`src/rtl/max_tracker_pkg.sv`:
```
// ============================================================================
// Module : max_tracker_pkg
// Brief  : Shared state codes, sample type and index-width helper.
// Rev    : 1.0  initial release
// ============================================================================
`default_nettype none

package max_tracker_pkg;

  typedef logic [3:0] sample_t;

  localparam logic ST_ACCUM = 1'b0;
  localparam logic ST_HOLD  = 1'b1;

  // A one-sample window still needs a 1-bit index and counter.
  function automatic int idx_width(input int window);
    return (window > 1) ? $clog2(window) : 1;
  endfunction

endpackage

`default_nettype wire

```
`src/rtl/max_tracker_gt4.sv`:
```
// ============================================================================
// Module : gt4
// Brief  : Gate-level unsigned 4-bit comparator, o_gt = (i_a > i_b).
// Rev    : 1.0  initial release
// ============================================================================
`default_nettype none

module gt4 (
  input  logic [3:0] i_a,
  input  logic [3:0] i_b,
  output logic       o_gt
);

  logic [3:0] w_gt;
  logic [3:1] w_eq;

  assign w_gt = i_a & ~i_b;
  assign w_eq = ~(i_a[3:1] ^ i_b[3:1]);

  // Ripple from the MSB: a lower bit decides only while all higher bits match.
  assign o_gt = w_gt[3]
              | (w_eq[3] & w_gt[2])
              | (w_eq[3] & w_eq[2] & w_gt[1])
              | (w_eq[3] & w_eq[2] & w_eq[1] & w_gt[0]);

endmodule

`default_nettype wire

```
`src/rtl/max_tracker.sv`:
```
// ============================================================================
// Module : max_tracker
// Brief  : Windowed running maximum (and optional minimum) of 4-bit samples,
//          result presented over valid/ready. Define MAX_TRACKER_MIN_EN to add
//          the out_min / out_min_idx ports.
// Rev    : 1.0  initial release
// ============================================================================
`default_nettype none

module max_tracker
  import max_tracker_pkg::*;
#(
  parameter  int WINDOW = 8,
  localparam int IDX_W  = idx_width(WINDOW)
) (
  input  logic             clk,
  input  logic             reset_n,
  input  logic             clear,
  input  logic             in_valid,
  output logic             in_ready,
  input  logic [3:0]       in_data,
  output logic             out_valid,
  input  logic             out_ready,
  output logic [3:0]       out_max,
  output logic [IDX_W-1:0] out_idx
`ifdef MAX_TRACKER_MIN_EN
  ,
  output logic [3:0]       out_min,
  output logic [IDX_W-1:0] out_min_idx
`endif
);

  localparam logic [IDX_W-1:0] c_LAST = IDX_W'(WINDOW - 1);

  logic             r_state;
  logic             w_state_nxt;
  logic [IDX_W-1:0] r_count;
  sample_t          r_max;
  logic [IDX_W-1:0] r_idx;
  logic             w_accept;
  logic             w_first;
  logic             w_last;
  logic             w_gt_max;

  assign w_accept = in_valid & in_ready;
  assign w_first  = (r_count == '0);
  assign w_last   = (r_count == c_LAST);

  gt4 u_gt_max (
    .i_a  (in_data),
    .i_b  (r_max),
    .o_gt (w_gt_max)
  );

  always_ff @(posedge clk) begin
    if (!reset_n) begin
      r_state <= ST_ACCUM;
    end else begin
      r_state <= w_state_nxt;
    end
  end

  always_comb begin
    w_state_nxt = r_state;
    if (clear) begin
      w_state_nxt = ST_ACCUM;
    end else begin
      case (r_state)
        ST_ACCUM: if (w_accept && w_last) w_state_nxt = ST_HOLD;
        ST_HOLD:  if (out_ready)          w_state_nxt = ST_ACCUM;
        default:                          w_state_nxt = ST_ACCUM;
      endcase
    end
  end

  always_comb begin
    in_ready  = (r_state == ST_ACCUM);
    out_valid = (r_state == ST_HOLD);
  end

  // Result registers double as the running max; they only move on an accept,
  // so they are naturally frozen in HOLD and across a clear.
  always_ff @(posedge clk) begin
    if (!reset_n) begin
      r_count <= '0;
      r_max   <= '0;
      r_idx   <= '0;
    end else if (clear) begin
      r_count <= '0;
    end else if (w_accept) begin
      r_count <= w_last ? '0 : r_count + IDX_W'(1);
      if (w_first || w_gt_max) begin
        r_max <= in_data;
        r_idx <= r_count;
      end
    end
  end

  assign out_max = r_max;
  assign out_idx = r_idx;

`ifdef MAX_TRACKER_MIN_EN
  sample_t          r_min;
  logic [IDX_W-1:0] r_min_idx;
  logic             w_lt_min;

  gt4 u_gt_min (
    .i_a  (r_min),
    .i_b  (in_data),
    .o_gt (w_lt_min)
  );

  always_ff @(posedge clk) begin
    if (!reset_n) begin
      r_min     <= '0;
      r_min_idx <= '0;
    end else if (!clear && w_accept && (w_first || w_lt_min)) begin
      r_min     <= in_data;
      r_min_idx <= r_count;
    end
  end

  assign out_min     = r_min;
  assign out_min_idx = r_min_idx;
`endif

endmodule

`default_nettype wire

```
`config.mk`:
```
export PLATFORM = sky130hd
export DESIGN_NAME = max_tracker
export DESIGN_NICKNAME = d
export VERILOG_FILES = /design/src/rtl/max_tracker_pkg.sv /design/src/rtl/max_tracker_gt4.sv /design/src/rtl/max_tracker.sv
export SDC_FILE = /design/constraint.sdc
export NUM_CORES = 1
export LEC_CHECK = 0
export BUFFER_PORTS_ARGS = -buffer_cell sky130_fd_sc_hd__buf_2
export CAP_MARGIN = 5
export CORE_MARGIN = 5
export CORE_UTILIZATION = 35
export CTS_CLUSTER_DIAMETER = 80
export CTS_CLUSTER_SIZE = 10
export DETAILED_ROUTE_END_ITERATION = 16
export GPL_ROUTABILITY_DRIVEN = 1
export HOLD_SLACK_MARGIN = 0.1
export SYNTH_ARGS = -nofsm -noshare
export SYNTH_HDL_FRONTEND = slang
export SYNTH_SLANG_ARGS = --single-unit
```
`constraint.sdc`:
```
create_clock -name clk -period 1.4 [get_ports clk]
set_input_delay 0.14 -clock clk [delete_from_list [all_inputs] [get_ports clk]]
set_output_delay 0.14 -clock clk [all_outputs]
set_load 0.005 [all_outputs]
```
# Word level (Yosys, flattened, before mapping)
# Cells that the tools add are included.
# word_totals
register_bits	11
output_inout_bits	9
word_cells	31
# classes
addsub	1
n_eq_ne	1
muxes	4
bitwise_logic	16
reduce_logical	5
# ops
cell	count
bitwise AND 1 bit	6
bitwise AND 4 bit	1
NOT 4 bit	1
adder 3 x 1 -> 3 bit, second input constant	1
equality test 3 bit, second input constant	1
zero test 3 bit	1
2-to-1 mux 3 bit	1
NOT 1 bit	3
NOT 3 bit	1
OR 1 bit	3
AND reduction 3 bit	1
XOR 3 bit	1
2-to-1 mux 1 bit	2
case mux 1 bit (2 select lines)	1
OR reduction 2 bit	1
logical AND 1 bit	1
logical OR 1 bit	1

# Longest topological paths before layout
# Gate-level depths: netlist (run 1).
# logic_depth
ltp_word	8
mapped_depth	7
mapped_depth_nobuf	6

# Cells and area by module
# Synthesis (run 1) repeated with hierarchy kept, for this count alone.
# unflattened
cells_unflattened	66
hier_area_um2	608.1
# by_module_without_submodules
mod	n_inst	cells_each	area_per_inst_um2	seq_area_each_um2
max_tracker	1	55	508.0	220.2
gt4	1	11	100.1	0.0

# Worst setup path before layout (run 1)
# OpenSTA, ideal clock, no wires.
# synth_path
path_type	register -> register
start	reg r_max[3] (netlist: out_max[3])
end	reg r_idx[0] (netlist: out_idx[0])
setup_time_ns	0.118
t_arrival_ns	1.413
required_time_ns	1.282
slack_ns	-0.131
stages_incl_launch_ff	7
path_buffers	1
period_less_slack_ns	1.531
path_cell_list	dfxtp_1 inv_1 ha_1 a221o_1 a22o_1 buf_6 mux2i_1
# synth_via
elab_chain_cells	8
# synth_lines
item	line_no	source
from (decl)	max_tracker.sv:38	sample_t r_max;
from (signal assigned)	max_tracker.sv:93	r_max <= in_data;
XOR 3 bit	max_tracker_gt4.sv:18	assign w_eq = ~(i_a[3:1] ^ i_b[3:1]);
NOT 3 bit	max_tracker_gt4.sv:18	
bitwise AND 1 bit (on tied branches)	max_tracker_gt4.sv:22, max_tracker_gt4.sv:23, max_tracker_gt4.sv:24	
OR 1 bit (tied with other cells)	max_tracker_gt4.sv:22	| (w_eq[3] & w_gt[2])
OR 1 bit or bitwise AND 1 bit (tied branches)	max_tracker_gt4.sv:23, max_tracker_gt4.sv:24	
OR 1 bit (*)	max_tracker_gt4.sv:24	| (w_eq[3] & w_eq[2] & w_eq[1] & w_gt[0]);
logical OR 1 bit (*)	max_tracker.sv:92	if (w_first || w_gt_max) begin
AND reduction 3 bit (no line) (*)	-	
to (signal assigned)	max_tracker.sv:94	r_idx <= r_count;
to (decl)	max_tracker.sv:39	logic [IDX_W-1:0] r_idx;
# Every way passes the cells marked *; elsewhere a longest branch is shown, timed or not.
# A chain may end at the register's enable or synchronous reset.

# Worst setup path after layout (run 1)
# layout_path
start	reg r_max[3] (netlist: out_max[3])
end	reg r_max[1] (netlist: out_max[1])
# layout_via
elab_chain_cells	8
# layout_lines
item	line_no
XOR 3 bit	max_tracker_gt4.sv:18
NOT 3 bit	max_tracker_gt4.sv:18
bitwise AND 1 bit (on tied branches)	max_tracker_gt4.sv:22, max_tracker_gt4.sv:23, max_tracker_gt4.sv:24
OR 1 bit (tied with other cells)	max_tracker_gt4.sv:22
OR 1 bit or bitwise AND 1 bit (tied branches)	max_tracker_gt4.sv:23, max_tracker_gt4.sv:24
OR 1 bit (*)	max_tracker_gt4.sv:24
logical OR 1 bit (*)	max_tracker.sv:92
AND reduction 3 bit (no line) (*)	-
# Marked as above.

==> results.sh, run 1 <==
export IMPL_core_area_mm2=0.001524
export IMPL_post_drt_wl_per_cell_um=11.04
export IMPL_tightest_slew_ns=0.2542
export IMPL_skew_ns=0.003270
export IMPL_timing_final_crit_period_ns=1.451
export IMPL_drt_iter0_markers=6
export IMPL_synth_mux_area_share_pct=15.69
export IMPL_yosys_area_top_type="dfxtp_1"
export IMPL_synth_top_family_by_area="simple AND/OR/NAND/NOR gates"
export IMPL_synthSimpleGateAreaFrac_pct=18.30
export IMPL_syn_area_um2=574.3
export IMPL_post_route_drc_count=0
export IMPL_peakVddDrop_v=0.0004389
export IMPL_synth_area_top_cells="dfxtp_1 (38%), mux2i_1 (16%), ha_1 (13%)"
export IMPL_dr_total_vias=511
export IMPL_slew_violations=0
export IMPL_outcome="finished with violations"
export IMPL_root_buffer="clkbuf_4"
export IMPL_dp_cells=104
export IMPL_post_route_period_util_pct=103.6
export IMPL_stdcell_count=108
export IMPL_grt_pass1_wl_um=2090
export IMPL_power_mw=0.6654
export IMPL_ant_nets=0
export IMPL_relSlewSlack_pct=83.06
export IMPL_dpl_hpwl_um=905
export IMPL_clk_latency_ns=0.27
export IMPL_htreeDepth=1
export IMPL_dr_pass1_iters=4
export IMPL_drive_above_1_share_pct=39.13
export IMPL_ys_seq_area_share_pct=38.34
export IMPL_drt_wl_total_um=1192
export IMPL_ios=18
export IMPL_die_w_um=50.51
export IMPL_multi_input_comb_area_um2=340.3
export IMPL_cts_hold_fix_buffers=0
export IMPL_cts_buffer_depth=2
export IMPL_crit_slowest_cell="dfxtp_2"
export IMPL_cts_buffers=3
export IMPL_cts_clk_slew_worst_paths_ns=0.08
export IMPL_cpPeakStageDelay_ns=0.34
export IMPL_cap_violations=0
export IMPL_start_kind="flop"
export IMPL_netlist_instances=67
export IMPL_rsz0062_at_grt="true"
export IMPL_fill_cells=153
export IMPL_grt_antenna_before_repair=0
export IMPL_syn_avg_cell_area_um2=8.572
export IMPL_cts_tree="built"
export IMPL_worstPathRequired_ns=1.56
export IMPL_row_count=14
export IMPL_r2r_start="out_max[3]$_SDFFE_PN0P_"
export IMPL_path_cells="inv_2 -> ha_4 -> a221o_1 -> a22o_4 -> mux2i_2"
export IMPL_synth_ff_type="dfxtp_1"
export IMPL_synth_warnings=0
export IMPL_final_net_count=108
export IMPL_setup_violations_final=7
export IMPL_fin_hold_ws_ns=0.1199
export IMPL_fin_ws_ns=-0.05064
export IMPL_fin_setup_tns_ns=-0.1789
export IMPL_worstSetupEndpointType="flop"
export IMPL_min_path_type="in -> reg"
export IMPL_synth_edff_count=0
export IMPL_grt_use_total_pct=10.69
export IMPL_cp_arrival_ns=1.61
export IMPL_synth_xor_xnor_area_share_pct=0
export IMPL_leakagePower_nw=0.3663
export IMPL_dp_worst_setup_slack_ns=-0.1650
export IMPL_ys_ff_latch=11
export IMPL_area_growth_pct=34.86
export IMPL_die_y_um=50.51
export IMPL_power_density_mw_per_mm2=859.1
export IMPL_initial_core_util_pct=37.68
export IMPL_grt_overflow_total=0
export IMPL_crit_fanout=7
export IMPL_crit_type="reg -> reg"
export IMPL_dieArea_mm2=0.002551
export IMPL_violations="negative setup slack"
export IMPL_cts_setup_buffers=0
export IMPL_ys_types=16
export IMPL_register_area_um2=224.0
export IMPL_fmax_ghz=0.6894
export IMPL_grt_start_max_net_pins=16
export IMPL_syn_num_nets=82
export IMPL_hold_start="in_data[2]"
export IMPL_final_hold_violation_count=0
export IMPL_synth_fa_ha_area_share_pct=13.07
export IMPL_diodes=0
export IMPL_gp_congestion=0.7465
export IMPL_crit_start="out_max[3]$_SDFFE_PN0P_"
export IMPL_port_buffers=17
export IMPL_first_global_vias=515
export IMPL_synth_async_reset_ratio_pct=0
export IMPL_vias_per_cell=4.731
export IMPL_synth_top_area_share_pct=38.34
export IMPL_cts_sinks=11
export IMPL_synth_compound_area_share_pct=6.536
[timing repair]
| action | CTS | global route |
|---|---|---|
| setup endpoints to repair | 7 | 7 |
| gates resized for setup | 4 | 4 |
| cloned | 0 | 0 |
| pin swaps | 2 | 2 |
[synthesized netlist by cell type, drive strengths merged (2+ instances only)]
master and instances:
nand2 16, dfxtp 11, mux2i 9, inv 7, ha 6, nor2 6
buf 2, nand2b 2, nor3 2
[power by group]
| part | internal, mW | switching, mW | leakage [nW] | total, mW |
|---|---|---|---|---|
| logic | 0.0576 | 0.0547 | 0.261 | 0.112 |
| clock network | 0.110 | 0.114 | 0.0150 | 0.224 |
| registers | 0.324 | 0.00537 | 0.0906 | 0.329 |
| total | 0.491 | 0.174 | 0.366 | 0.665 |
[state kept, by name (all words and copies together), names as in the netlist]
name	count
out_max	4
r_count	3
out_valid	1
out_idx	3
[cell usage in the layout (no fill, tap or decap), types with 2 or more instances in the layout]
| cell | n |
|---|---|
| mux2i_1 | 8 |
| buf_4 | 7 |
| inv_1 | 6 |
| dfxtp_2 | 3 |
| nand2b_1 | 2 |
| ha_1 | 4 |
| dfxtp_1 | 8 |
| buf_2 | 17 |
| clkbuf_4 | 3 |
| nor2_1 | 6 |
| nand2_1 | 16 |
[path summary, 6_finish.rpt]
kind	to	slack [ns]	cells past startpoint
worst max-delay path	out_max[1]$_SDFFE_PN0P_	-0.05	5
worst min-delay path	out_max[2]$_SDFFE_PN0P_	0.12	3
worst max register to register	out_max[1]$_SDFFE_PN0P_	-0.05	5
worst min register to register	out_idx[0]$_SDFFE_PN0P_	0.46	2
[critical path, delay by kind of cell, from the launching register on]
| kind | cells | cell delay [ns] |
|---|---|---|
| muxes | 1 | 0.16 |
| adders and majority gates | 1 | 0.20 |
| DFF | 1 | 0.34 |
| buffers and inverters | 1 | 0.04 |
| AOI/OAI and AO/OA | 2 | 0.60 |
[logic make-up (layout without fill, tap and decap cells)]
group           count (synthesis)  after routing
flops                          11             11
mux                             9              9
fa+ha+maj                       6              6
compound gates                  5              5
simple gates                   26             26
buf+inv                        10             35
[per-stage QoR]
| stage | cell area, µm² | utilization [%] |
|---|---|---|
| after floorplan | 576.8 | - |
| after global placement | 714.4 | 46.88 |
| after detailed placement | 714.4 | 46.88 |
| after CTS | 762.0 | 50.00 |
| after global routing | 774.5 | 50.82 |
| final | 774.5 | 50.82 |
[final cells by class]
cell class              count  area share (%)
repair buffers             24           17.77
flip-flops and latches     11           28.92
multi-input cells          46           43.94
clock buffers               4           3.393
inverters                   7           3.393
well taps                  16           2.585
[routing by layer]
| layer | vias up | wire length [µm] | global-route usage (%) |
|---|---|---|---|
| met5 | - | 0 | 0 |
| met4 | 0 | 10 | 6.383 |
| met3 | 2 | 66 | 3.254 |
| met2 | 9 | 610 | 16.53 |
| met1 | 231 | 505 | 12.86 |
| li1 | 269 | - | - |
No activity file was read; power rests on OpenSTA's default activity.
==> inputs of run 2 (changes only) <==
--- a/config.mk
+++ b/config.mk
@@ -14,6 +14,8 @@
 export DETAILED_ROUTE_END_ITERATION = 16
 export GPL_ROUTABILITY_DRIVEN = 1
 export HOLD_SLACK_MARGIN = 0.1
+export SETUP_SLACK_MARGIN = 0.15
 export SYNTH_ARGS = -nofsm -noshare
 export SYNTH_HDL_FRONTEND = slang
 export SYNTH_SLANG_ARGS = --single-unit
+export TNS_END_PERCENT = 50
==> results.sh, run 2 (synthesized netlist as in run 1, its figures left out) <==
export IMPL_outcome="finished with violations"
export IMPL_violations="negative setup slack"
export IMPL_post_route_drc_count=0
export IMPL_first_global_vias=515
export IMPL_fmax_ghz=0.6888
export IMPL_core_area_mm2=0.001524
export IMPL_switching_share_pct=26.31
export IMPL_setup_violations_final=7
export IMPL_leakagePower_nw=0.3629
export IMPL_r2r_start="out_max[3]$_SDFFE_PN0P_"
export IMPL_timing_final_crit_period_ns=1.452
export IMPL_dr_pass1_iters=4
export IMPL_ant_nets=0
export IMPL_diodes=0
export IMPL_cp_arrival_ns=1.61
export IMPL_crit_fanout=7
export IMPL_peakVddDrop_v=0.0004385
export IMPL_cap_violations=0
export IMPL_dp_cells=104
export IMPL_relSlewSlack_pct=83.27
export IMPL_grt_start_max_net_pins=16
export IMPL_post_route_period_util_pct=103.7
export IMPL_crit_type="reg -> reg"
export IMPL_drt_iter0_markers=7
export IMPL_area_growth_pct=36.60
export IMPL_power_density_mw_per_mm2=851.0
export IMPL_slew_violations=0
export IMPL_row_count=14
export IMPL_crit_slowest_cell="dfxtp_2"
export IMPL_root_buffer="clkbuf_4"
export IMPL_cts_sinks=11
export IMPL_p_int_mw=0.4920
export IMPL_htreeDepth=1
export IMPL_die_y_um=50.51
export IMPL_largest_reg_flops=4
export IMPL_dr_total_vias=518
export IMPL_dpl_hpwl_um=905
export IMPL_min_path_type="in -> reg"
export IMPL_path_cells="inv_2 -> ha_4 -> a221o_1 -> a22o_4 -> mux2i_2"
export IMPL_initial_core_util_pct=37.68
export IMPL_cts_clk_slew_worst_paths_ns=0.08
export IMPL_drive_above_1_share_pct=42.39
export IMPL_stdcell_count=108
export IMPL_final_hold_violation_count=0
export IMPL_path_delay_family="compound AO/OA/AOI/OAI gates"
export IMPL_grt_antenna_before_repair=0
export IMPL_layout_commonest_cell="buf_2"
export IMPL_grt_use_total_pct=10.69
export IMPL_drt_wl_total_um=1271
export IMPL_cts_hold_fix_buffers=0
export IMPL_hold_start="in_data[2]"
export IMPL_die_w_um=50.51
export IMPL_fin_ws_ns=-0.05187
export IMPL_fill_cells=155
export IMPL_grt_overflow_total=0
export IMPL_p_seq_share_pct=49.3
export IMPL_dieArea_mm2=0.002551
export IMPL_cts_buffers=3
export IMPL_gp_congestion=0.7465
export IMPL_power_frac_clock_pct=33.5
export IMPL_layout_common_cells="buf_2 (17), nand2_1 (16), mux2i_1 (8), dfxtp_1 (8), buf_4 (7)"
export IMPL_clk_latency_ns=0.27
export IMPL_tightest_slew_ns=0.2510
export IMPL_skew_ns=0.004020
export IMPL_start_kind="flop"
export IMPL_cts_buffer_depth=2
export IMPL_rsz0062_at_grt="true"
export IMPL_ios=18
export IMPL_pwr_share_comb_pct=17.2
export IMPL_cpPeakStageDelay_ns=0.34
export IMPL_worstPathRequired_ns=1.56
export IMPL_port_buffers=17
export IMPL_fin_hold_ws_ns=0.1185
export IMPL_cts_tree="built"
export IMPL_switching_power_mw=0.1757
export IMPL_worstSetupEndpointType="flop"
export IMPL_final_net_count=108
export IMPL_crit_buf_inv=1
export IMPL_crit_start="out_max[3]$_SDFFE_PN0P_"
export IMPL_vias_per_cell=4.796
export IMPL_post_drt_wl_per_cell_um=11.77
export IMPL_grt_pass1_wl_um=2090
[run 2: cell counts in the layout (fill, tap and decap cells not counted)]
No cell type changed its count.
[run 2: routing by layer]
layer	vias to the layer above	wire length (µm)	global-route usage, %
met5	-	0	0
met2	6	662	16.53
met3	2	62	3.254
met4	0	10	6.383
li1	269	-	-
met1	241	536	12.86
[run 2: final cells by class]
class / count / area [µm²] / share of cell area [%]
multi-input cells: 46 / 350.3 / 44.66
flip-flops and latches: 11 / 224.0 / 28.55
repair buffers: 24 / 137.6 / 17.54
clock buffers: 4 / 26.28 / 3.349
inverters: 7 / 26.28 / 3.349
well taps: 16 / 20.02 / 2.552
[run 2: worst paths after layout]
path                              to  slack [ns]  cells past startpoint
max          out_max[1]$_SDFFE_PN0P_       -0.05                      5
min          out_max[2]$_SDFFE_PN0P_        0.12                      3
max reg2reg  out_max[1]$_SDFFE_PN0P_       -0.05                      5
min reg2reg  out_idx[0]$_SDFFE_PN0P_        0.46                      2
[run 2: through the flow]
stage	setup TNS, ns	power, mW	util, %	setup slack [ns]	cell area, µm²
global route	-0.6147	0.7056	51.48	-0.1028	784.5
global placement	-1.020	0.4346	46.88	-0.1548	714.4
floorplan	-0.5903	0.3967	-	-0.08637	576.8
CTS	-0.4152	0.6698	50.00	-0.06690	762.0
finish	-0.1835	0.6676	51.48	-0.05187	784.5
detailed placement	-1.142	0.4369	46.88	-0.1650	714.4
[run 2: timing repair]
item                                    CTS  global route
setup buffers                             0             0
endpoints found under the setup margin    7             9
cloned                                    0             0
pin swaps                                 2             2
resized for setup                         4             7
[run 2: power groups by stage]
stage | clock (mW) | combinational [mW] | sequential (mW)
after floorplan | 0 | 0.0584 | 0.338
after global placement | 0 | 0.0992 | 0.335
after detailed placement | 0 | 0.101 | 0.336
after CTS | 0.232 | 0.110 | 0.329
after global routing | 0.246 | 0.129 | 0.331
final | 0.224 | 0.115 | 0.329
[run 2: worst register-to-register path: cells and delay by family (launching register included)]
family                   cells  cell delay, ns
multiplexers                 1            0.16
flip-flops                   1            0.34
buffers and inverters        1            0.04
adder cells (fa/ha/maj)      1            0.20
AO/OA/AOI/OAI                2            0.60
==> inputs of run 3 (changes only) <==
--- a/config.mk
+++ b/config.mk
@@ -5,6 +5,7 @@
 export SDC_FILE = /design/constraint.sdc
 export NUM_CORES = 1
 export LEC_CHECK = 0
+export ABC_AREA = 0
 export BUFFER_PORTS_ARGS = -buffer_cell sky130_fd_sc_hd__buf_2
 export CAP_MARGIN = 5
 export CORE_MARGIN = 5
@@ -14,7 +15,7 @@
 export DETAILED_ROUTE_END_ITERATION = 16
 export GPL_ROUTABILITY_DRIVEN = 1
 export HOLD_SLACK_MARGIN = 0.1
-export SETUP_SLACK_MARGIN = 0.15
+export SETUP_SLACK_MARGIN = 0.3
 export SYNTH_ARGS = -nofsm -noshare
 export SYNTH_HDL_FRONTEND = slang
 export SYNTH_SLANG_ARGS = --single-unit
==> results.sh, run 3 (synthesized netlist as in run 1, its figures left out) <==
export IMPL_cts_setup_buffers=0
export IMPL_grt_start_max_net_pins=16
export IMPL_outcome="finished with violations"
export IMPL_final_cell_area_um2=804.5
export IMPL_reg2reg_depth=5
export IMPL_power_density_mw_per_mm2=829.6
export IMPL_cts_hold_fix_buffers=0
export IMPL_dieArea_mm2=0.002551
export IMPL_fill_cells=153
export IMPL_leakagePower_nw=0.3633
export IMPL_row_count=14
export IMPL_relSlewSlack_pct=83.24
export IMPL_start_kind="flop"
export IMPL_gr_max_usage_layer="met2"
export IMPL_clk_latency_ns=0.27
export IMPL_post_route_drc_count=0
export IMPL_largest_reg_flops=4
export IMPL_ant_nets=0
export IMPL_grt_use_total_pct=10.87
export IMPL_cap_violations=0
export IMPL_die_y_um=50.51
export IMPL_first_global_vias=519
export IMPL_vias_per_cell=4.787
export IMPL_cts_tree="built"
export IMPL_setup_violations_final=7
export IMPL_slew_violations=0
export IMPL_skew_ns=0.003192
export IMPL_cts_buffer_depth=2
export IMPL_drive_above_1_share_pct=42.39
export IMPL_core_area_mm2=0.001524
export IMPL_die_w_um=50.51
export IMPL_grt_overflow_total=0
export IMPL_cts_sinks=11
export IMPL_hold_depth=3
export IMPL_worstSetupEndpointType="flop"
export IMPL_port_buffers=17
export IMPL_multi_input_comb_area_um2=370.4
export IMPL_violations="negative setup slack"
export IMPL_dr_total_vias=517
export IMPL_gr_usage_met3_pct=3.254
export IMPL_ios=18
export IMPL_cp_arrival_ns=1.61
export IMPL_drt_wl_total_um=1230
export IMPL_dpl_hpwl_um=905
export IMPL_post_drt_wl_per_cell_um=11.39
export IMPL_post_route_period_util_pct=103.8
export IMPL_htreeDepth=1
export IMPL_layout_common_cells="buf_2 (17), nand2_1 (16), mux2i_1 (8), dfxtp_1 (8), buf_4 (7)"
export IMPL_rsz0062_at_grt="true"
export IMPL_worstPathRequired_ns=1.56
export IMPL_grt_pass1_wl_um=2125
export IMPL_cts_buffers=3
export IMPL_cts_clk_slew_worst_paths_ns=0.08
export IMPL_final_hold_violation_count=0
export IMPL_timing_final_crit_period_ns=1.453
export IMPL_grtUsageMet1_pct=12.86
export IMPL_fin_ws_ns=-0.05304
export IMPL_final_net_count=108
export IMPL_dr_pass1_iters=4
export IMPL_grt_antenna_before_repair=0
export IMPL_dp_worst_setup_slack_ns=-0.1650
export IMPL_crit_fanout=7
export IMPL_crit_type="reg -> reg"
export IMPL_area_growth_pct=40.09
export IMPL_root_buffer="clkbuf_4"
export IMPL_place_area_um2=714.4
export IMPL_gp_congestion=0.7465
export IMPL_fmax_ghz=0.6882
export IMPL_min_path_type="in -> reg"
export IMPL_layout_commonest_cell="buf_2"
export IMPL_peakVddDrop_v=0.0004267
export IMPL_diodes=0
export IMPL_use_met2_pct=17.15
export IMPL_register_area_um2=224.0
export IMPL_drt_iter0_markers=8
export IMPL_tightest_slew_ns=0.2514
export IMPL_initial_core_util_pct=37.68
-- run 3: cell counts in the layout (fill, tap and decap cells not counted) --
Identical to the previous run, type by type.
-- run 3: worst max-delay path: stages (launching register included) --
cell,delay (ns)
dfxtp_1,0.33
inv_1,0.05
ha_2,0.16
a221o_1,0.35
a22o_4,0.30
mux2i_2,0.16
-- run 3: final cells by class --
class / instances / area share [%]
clock buffer: 4 / 3.266
multi-input combinational: 46 / 46.03
inverter: 7 / 3.266
timing repair buffer: 24 / 17.11
tap: 16 / 2.488
sequential: 11 / 27.84
-- run 3: stage by stage --
stage                     std cells  hold WS [ns]  TNS [ns]  util, %  total power [mW]
final                           108        0.1187   -0.1887    52.79            0.6675
after global routing            108        0.1187   -0.6132    52.79            0.7063
after CTS                       108        0.1178   -0.4152    51.97            0.6720
after detailed placement        104        0.4098    -1.142    46.88            0.4369
after global placement          104        0.4028    -1.020    46.88            0.4346
after floorplan                  67        0.2746   -0.5903        -            0.3967
-- run 3: layer usage --
layer	wire (µm)	up-vias	part of all wire, %
met5	0	-	0
met4	10	0	0.81
met3	69	2	5.6
met2	613	8	50
met1	537	237	44
li1	-	270	-
-- run 3: power by group --
group,internal (mW),switching (mW),total (mW),leakage [nW]
clock network,0.110,0.114,0.224,0.0150
registers,0.324,0.00537,0.329,0.0906
logic,0.0583,0.0560,0.114,0.258
total,0.492,0.175,0.667,0.363
-- run 3: what timing repair did --
item	in CTS	in global routing
endpoints found under the setup margin	10	10
resized for setup	9	4
pin swaps	4	4
-- run 3: path summary, 6_finish.rpt --
path                                start  slack [ns]                 endpoint
setup reg to reg  r_count[1]$_SDFFE_PP0N_       -0.05  out_max[1]$_SDFFE_PN0P_
hold / removal                 in_data[2]        0.12  out_max[2]$_SDFFE_PN0P_
hold reg to reg   out_idx[0]$_SDFFE_PN0P_        0.46  out_idx[0]$_SDFFE_PN0P_
setup / recovery  r_count[1]$_SDFFE_PP0N_       -0.05  out_max[1]$_SDFFE_PN0P_
